## config.mk

```make
export PLATFORM = sky130hd
export DESIGN_NAME = ram_burst_tracker
export DESIGN_NICKNAME = d
export VERILOG_FILES = /design/src/rtl/ram_burst_tracker.sv
export SDC_FILE = /design/constraint.sdc
export NUM_CORES = 1
export LEC_CHECK = 0
export ABC_AREA = 1
export BUFFER_PORTS_ARGS = -buffer_cell sky130_fd_sc_hd__buf_2
export CAP_MARGIN = 15
export CORE_MARGIN = 2
export CORE_UTILIZATION = 38
export DETAILED_ROUTE_END_ITERATION = 10
export GPL_ROUTABILITY_DRIVEN = 0
export GPL_TIMING_DRIVEN = 0
export MAX_ROUTING_LAYER = met4
export SETUP_SLACK_MARGIN = 0.4
export SYNTH_ARGS = -nofsm -noshare
export SYNTH_HDL_FRONTEND = slang
export SYNTH_SLANG_ARGS = --single-unit
```

## constraint.sdc

```tcl
create_clock -name mclk -period 2 [get_ports mclk]
set_input_delay 0.1 -clock mclk [delete_from_list [all_inputs] [get_ports mclk]]
set_output_delay 0.1 -clock mclk [all_outputs]
set_load 0.02 [all_outputs]
```

## src/rtl/ram_burst_tracker.sv

```systemverilog
// ram_burst_tracker
//   Sequencer behind ram_sampler. Follows synchronous RAM burst accesses from the
//   per-RAM-clock sampled bus: address latch, then a latency wait, then data beats.
//   It emits one event per data word, carrying the reconstructed word address.
//   The output is a single-entry valid/ready register. A beat that arrives while
//   that register is still occupied is dropped and counted.
//
//   Optional build macro: RAM_TRACE_WRAP32_EN
//     When defined, the burst address wraps inside an aligned 32-word block.
//     When undefined, the burst address increments linearly modulo 2^ADDR_W.
//
// Ports
//   mclk, reset_n        system clock; asynchronous active-low reset
//   filter_a/d/ublb      sampled address, data and byte enables {ub,lb}
//   filter_read/write    sampled read / write qualifiers
//   filter_addr_latch    sampled address-latch qualifier
//   filter_strobe        1-mclk pulse marking a new RAM-clock sample
//   cfg_latency          RAM clocks from address latch to first data beat
//   ev_valid/ev_ready    event handshake
//   ev_addr/data/ublb    event payload
//   ev_write             1 = write beat, 0 = read beat
//   drop_count           saturating count of events lost to back-pressure
//   overflow             sticky flag: at least one event was dropped
module ram_burst_tracker #(
  parameter int unsigned ADDR_W = 23,
  parameter int unsigned DATA_W = 16,
  parameter int unsigned LAT_W  = 4,
  parameter int unsigned DROP_W = 16
) (
  input  logic              mclk,
  input  logic              reset_n,
  input  logic [ADDR_W-1:0] filter_a,
  input  logic [DATA_W-1:0] filter_d,
  input  logic [1:0]        filter_ublb,
  input  logic              filter_read,
  input  logic              filter_write,
  input  logic              filter_addr_latch,
  input  logic              filter_strobe,
  input  logic [LAT_W-1:0]  cfg_latency,
  output logic              ev_valid,
  input  logic              ev_ready,
  output logic [ADDR_W-1:0] ev_addr,
  output logic [DATA_W-1:0] ev_data,
  output logic [1:0]        ev_ublb,
  output logic              ev_write,
  output logic [DROP_W-1:0] drop_count,
  output logic              overflow
);

  typedef enum logic [1:0] {
    ST_IDLE  = 2'd0,
    ST_WAIT  = 2'd1,
    ST_BURST = 2'd2
  } state_t;

  state_t            state;
  logic [ADDR_W-1:0] cur_addr;
  logic [LAT_W-1:0]  cnt;

  logic              access_c;
  logic              emit_c;
  logic              slot_free_c;
  logic [ADDR_W-1:0] next_addr_c;
  logic [LAT_W-1:0]  lat_load_c;

  // Decode the current strobe: whether it carries a data beat that must be emitted.
  always_comb begin
    access_c    = filter_read | filter_write;
    emit_c      = 1'b0;
    slot_free_c = ~ev_valid | ev_ready;
    // A latency of 0 behaves like a latency of 1 (first beat on the first access strobe).
    lat_load_c  = (cfg_latency == LAT_W'(0)) ? LAT_W'(1) : cfg_latency;
    if (filter_strobe && !filter_addr_latch && access_c) begin
      case (state)
        ST_WAIT:  emit_c = (cnt == LAT_W'(1));
        ST_BURST: emit_c = 1'b1;
        default:  emit_c = 1'b0;
      endcase
    end
  end

  // Burst address successor.
  always_comb begin
`ifdef RAM_TRACE_WRAP32_EN
    next_addr_c = {cur_addr[ADDR_W-1:5], 5'(cur_addr[4:0] + 5'd1)};
`else
    next_addr_c = cur_addr + ADDR_W'(1);
`endif
  end

  // Burst sequencer, output register and drop accounting.
  always_ff @(posedge mclk or negedge reset_n) begin
    if (!reset_n) begin
      state      <= ST_IDLE;
      cur_addr   <= '0;
      cnt        <= '0;
      ev_valid   <= 1'b0;
      ev_addr    <= '0;
      ev_data    <= '0;
      ev_ublb    <= '0;
      ev_write   <= 1'b0;
      drop_count <= '0;
      overflow   <= 1'b0;
    end else begin
      // The consumer takes the held event; a same-cycle emit below reloads it.
      if (ev_valid && ev_ready) begin
        ev_valid <= 1'b0;
      end

      if (filter_strobe) begin
        if (filter_addr_latch) begin
          cur_addr <= filter_a;
          cnt      <= lat_load_c;
          state    <= ST_WAIT;
        end else begin
          case (state)
            ST_WAIT: begin
              if (!access_c) begin
                state <= ST_IDLE;
              end else if (cnt == LAT_W'(1)) begin
                state <= ST_BURST;
              end else begin
                cnt <= cnt - LAT_W'(1);
              end
            end
            ST_BURST: begin
              if (!access_c) begin
                state <= ST_IDLE;
              end
            end
            default: state <= ST_IDLE;
          endcase
        end
      end

      // Emit: load the output register when it is free, otherwise drop the beat.
      // The burst address advances in both cases.
      if (emit_c) begin
        cur_addr <= next_addr_c;
        if (slot_free_c) begin
          ev_valid <= 1'b1;
          ev_addr  <= cur_addr;
          ev_data  <= filter_d;
          ev_ublb  <= filter_ublb;
          ev_write <= filter_write;
        end else begin
          overflow <= 1'b1;
          if (drop_count != {DROP_W{1'b1}}) begin
            drop_count <= drop_count + DROP_W'(1);
          end
        end
      end
    end
  end

endmodule

```

-- Word-level counts from Yosys, hierarchy flattened
Index checks and enable logic that the tools add are counted.
- flip-flop bits (word level): 89
- input bits: 52
- output and inout bits: 60
- logic and storage cells: 57
- $add $sub $neg: 3
- eq/ne operators: 7
- mux-type cells: 18
- bitwise operators: 4
- reductions and logical operators: 15
- operators by type and width (operator ; count):
    23-bit two-way mux ; 3
    23-bit by 1-bit adder with 23-bit output (second input constant) ; 1
    4-bit two-way mux ; 5
    16-bit by 1-bit adder with 16-bit output (second input constant) ; 1
    16-bit != test (second input constant) ; 1
    2-bit two-way mux ; 4
    2-bit nonzero test ; 4
    2-bit AND reduction ; 3
    3-bit AND reduction ; 2
    4-bit by 1-bit == test with 1-bit output (second input constant) ; 1
    4-bit logical NOT ; 1
    1-bit two-way mux ; 4
    4-bit != test (second input constant) ; 1
    2-bit case mux with 2 select lines ; 1
    4-bit AND reduction ; 1
    4-bit by 1-bit subtractor with 4-bit output (second input constant) ; 1
    1-bit logical AND ; 3
    3-bit != test (second input constant) ; 1
    2-bit by 1-bit == test with 1-bit output (second input constant) ; 1
    2-bit == test (second input constant) ; 1
    2-bit != test (second input constant) ; 1
    1-bit NOT ; 2
    1-bit bitwise OR ; 2
    1-bit case mux with 2 select lines ; 1
    1-bit logical NOT ; 1

-- Logic depth before layout (Yosys ltp)
- word-level depth: 6
- depth in mapped cells: 11
- gate-level depth less buffers: 10

-- Least setup slack after synthesis
Ideal clock, no wire load.
- path kind: reg-to-reg
- from: register drop_count[0]
- to: register drop_count[10]
- library setup time: 0.119 ns
- data arrival time: 1.526 ns
- required time: 1.881 ns
- setup slack: 0.355 ns
- stages on the path, launching flop included: 8
- buffers on the path: 0
- clock period less this slack: 1.645 ns
- path through: dfrtp_1 ha_1 nand2_1 nor3_1 nand2_1 xor2_1 nand2_1 o21ai_2
- longest elaborated chain between the ends: 2
- elaborated cells between the ends (all ways): 3
- those cells by class: add/sub: 1; eq/ne: 1; reduce/logical: 1
- RTL lines (what ; RTL line ; RTL):
    start, declared ; 46 ; output logic [DROP_W-1:0] drop_count,
    start signal, assigned ; 149 ; drop_count <= drop_count + DROP_W'(1);
    branches (longest 2 deep; another with 16-bit by 1-bit adder with 16-bit output) ; n/a ;
Parallel ways; which one is timed is not known.
A chain may end at the register's enable or synchronous reset.

-- Final worst setup path
- from: register state[1]
- to: register cur_addr[22]
- longest elaborated chain between the ends: 5
- elaborated cells between the ends (all ways): 8
- those cells by class: eq/ne: 2; mux: 3; reduce/logical: 3
- RTL lines (what ; RTL line ; RTL):
    start, declared ; 56 ; state_t state;
    start signal, assigned ; 94 ; state <= ST_IDLE;
    start signal, assigned ; 114 ; state <= ST_WAIT;
    start signal, assigned ; 119 ; state <= ST_IDLE;
    2-bit == test or 2-bit by 1-bit == test with 1-bit output (tied branches) ; 74 ; case (state)
    1-bit case mux with 2 select lines * ; 74 ;
    1-bit two-way mux * ; 73 ; if (filter_strobe && !filter_addr_latch && access_c) begin
    2-bit nonzero test (no line) ; n/a ;
    2-bit AND reduction (no line) ; n/a ;
    end signal, assigned ; 112 ; cur_addr <= filter_a;
    end signal, assigned ; 139 ; cur_addr <= next_addr_c;
    end, declared ; 57 ; logic [ADDR_W-1:0] cur_addr;
Mark *: on every way between the ends. The rest lies on a longest branch, timed or not.

==> flow_summary.ini <==
[synthesis]
yosysWarningCount = 0
synth-seq-cells = 89
ys.flop_type = dfrtp_1
synth.top_cell.area_share = 0.457
synth-edff-count = 0
netlist_top_cells_count = nand2_1, dfrtp_1, inv_1
yosys-top-cells-area = dfrtp_1, nand2_1, nand3_1, inv_1, nor2_1
yosysUniqueCellTypes = 37
synth_cells = 637
avgSynthCellArea_um2 = 7.66
synth_most_common_cell = nand2_1
synth_top_cell_by_area = dfrtp_1
postSynth.asyncResetShare = 1.00
ys_seq_area_frac = 0.457
netlist_area_mm2 = 0.00488
synth_fp_nets = 695

[worst_setup_path]
worstPathMaxFanout = 6
critPathSlowestCell = dfrtp_1
crit_top_cell = nand2_1
crit_path_end = cur_addr[22]
crit_chain = ha_4 -> nor2_1 -> and3_4 -> nand2_8 -> inv_6 -> buf_12 -> buf_8 -> nand3_2 -> nand2_1 -> nand2_1
arrival_ns = 1.93
cp.buffers_inverters = 3
crit_type = reg -> reg
critical_path_required_ns = 2.23
timing.rr.end = cur_addr[22]
rr_worst_depth = 10
crit_path_max_incr_delay_ns = 0.42
start_kind = register
critPathTopFamily = simple AND/OR/NAND/NOR gates
endpoint_kind = register
cp.depth = 10
startpoint = state[1]
timing.rr.start = state[1]
r2r_setup_slack_ns = 0.30

[global_route]
grt_start_max_net_pins = 57
grt_overflow = 0
grt_use_total = 0.204
grt_antenna_before_repair = 0
grt_pass1_vias = 4534
grt_pass1_wl_um = 22100

[layout]
drive_above_1_share = 0.278
antennaDiodeCount = 0
nets = 849
multi_input_area_mm2 = 0.00242
ff_latch_area_mm2 = 0.00223
area_growth_pct = 33.8
fin_util = 0.519
final_cells = 968
fillers = 1197

[sta]
worst_pin_slew_ns = 0.505
slew_violations = 0
max_slew_margin = 0.663
rsz0062_at_grt = yes
hold_viol_final = 0
setup_viol = 0
holdWs_ns = 0.0157
fmax_ghz = 0.587
fin_crit_sh = 0.852
min_period_ns = 1.70
finClkSkew_ns = 0.00649

[placed_design]
dp_hpwl_um = 9440
portBuffers = 111
placed_cells = 921

[clocking]
htree_levels = 3
clkSinkCount = 89
cts_root_buf = clkbuf_16
clk_pin_slew_worst_paths_ns = 0.06
tritoncts = yes
clk_path_buf_depth = 2
cts_made_buffers = 9
clk_latency_ns = 0.34

[routing]
detail-route-antenna-nets = 0
dr.pass1.iters = 5
via_per_inst = 4.79
wl_per_cell_um = 13.8
drt_iter0_markers = 255
vias = 4637
routed_wl_um = 13400
drc = 0

[die]
start_util = 0.388
fp.dieArea_mm2 = 0.0138
coreArea_mm2 = 0.0126
num_rows = 41
die_w_um = 117
io_pins = 112
die_y_um = 117

[min_path]
hold_start = filter_d[7]
hp-class = in -> reg

[power_and_ir_drop]
p_leak_nw = 3.37
peakVddDrop_mv = 0.395
power.density_mw_per_mm2 = 902
design_power_total_w = 0.00589

[flow_run]
drv_cap = 0

[status]
outcome = complete, no violations
-- worst register-to-register path: cells and delay by family (launching register included) --
family                   cells  cell delay, ns
AND/OR/NAND/NOR              6            0.58
adder cells (fa/ha/maj)      1            0.26
buffers and inverters        3            0.33
flip-flops                   1            0.42
-- area by class of cell --
class,count,share of cell area
buffer,19,0.0295
clock buffer,14,0.0435
clock inverter,2,0.00153
inverter,69,0.0404
multi-input combinational,460,0.371
sequential,89,0.342
tap,172,0.0330
timing repair buffer,143,0.139
-- power by group --
part | switching [W] | internal (W) | total (W)
clock network | 0.000677 | 0.000975 | 0.00165
logic | 0.00111 | 0.000624 | 0.00173
registers | 0.000281 | 0.00222 | 0.00250
total | 0.00207 | 0.00382 | 0.00589
-- cell usage in the layout (no fill, tap or decap), drive strengths merged --
cell	instances
nand4	9
nor2	45
ha	6
clkinv	3
dlygate4sd3	21
o21ai	64
nand3	65
o211ai	1
and2	1
o22ai	1
o221ai	1
a21oi	2
nor3	9
inv	68
and3	1
clkbuf	18
dfrtp	89
xor2	17
or2	2
a22oi	1
buf	137
nand2	235
-- metal layers --
| metal | vias up | GRT usage | wire length (um) |
|---|---|---|---|
| li1 | 2327 | - | - |
| met1 | 2157 | 0.255 | 5820 |
| met2 | 141 | 0.338 | 6670 |
| met3 | 12 | 0.0486 | 701 |
| met4 | 0 | 0.0474 | 159 |
| met5 | - | - | 0 |
-- state kept, by name, indices dropped and copies added (netlist names) --
name	flops
cur_addr	23
ev_addr	23
drop_count	16
ev_data	16
cnt	4
ev_ublb	2
state	2
ev_valid	1
ev_write	1
overflow	1
-- worst min-delay path by stage --
stage                             end  slack [ns]  cells after the start
final                      ev_data[7]        0.02                      3
after global routing       ev_data[1]        0.01                      3
after CTS                      cnt[1]       0.001                      3
after global placement     ev_ublb[1]        0.33                      3
after floorplan                cnt[0]       -0.20                      0
after detailed placement  ev_data[15]        0.08                      1
-- timing repair --
action                                  CTS  global route
resized for setup                        36            27
hold buffers                             20             1
setup buffers                             6             3
pin swaps                                13            10
hold endpoints to repair                 52             1
gates cloned                              1             0
endpoints found under the setup margin   80            82
-- per-stage QoR --
| step | cell area (um^2) | setup WS (ns) | setup TNS [ns] |
|---|---|---|---|
| after global routing | 6530 | 0.191 | 0 |
| after detailed placement | 5690 | 0.136 | 0 |
| final | 6530 | 0.295 | 0 |
| after global placement | 5660 | -0.233 | -6.26 |
| after CTS | 6380 | 0.261 | 0 |
| after floorplan | 4890 | 0.397 | 0 |
-- cell families (layout without fill, tap and decap cells) --
| family | Yosys count | count (layout) | synth area share |
|---|---|---|---|
| simple gates | 367 | 367 | 0.332 |
| flops | 89 | 89 | 0.457 |
| compound gates | 70 | 70 | 0.0839 |
| xor+xnor | 17 | 17 | 0.0305 |
| buf+inv | 88 | 247 | 0.0818 |
| fa+ha+maj | 6 | 6 | 0.0154 |
No activity file was read; power rests on OpenSTA's default activity.
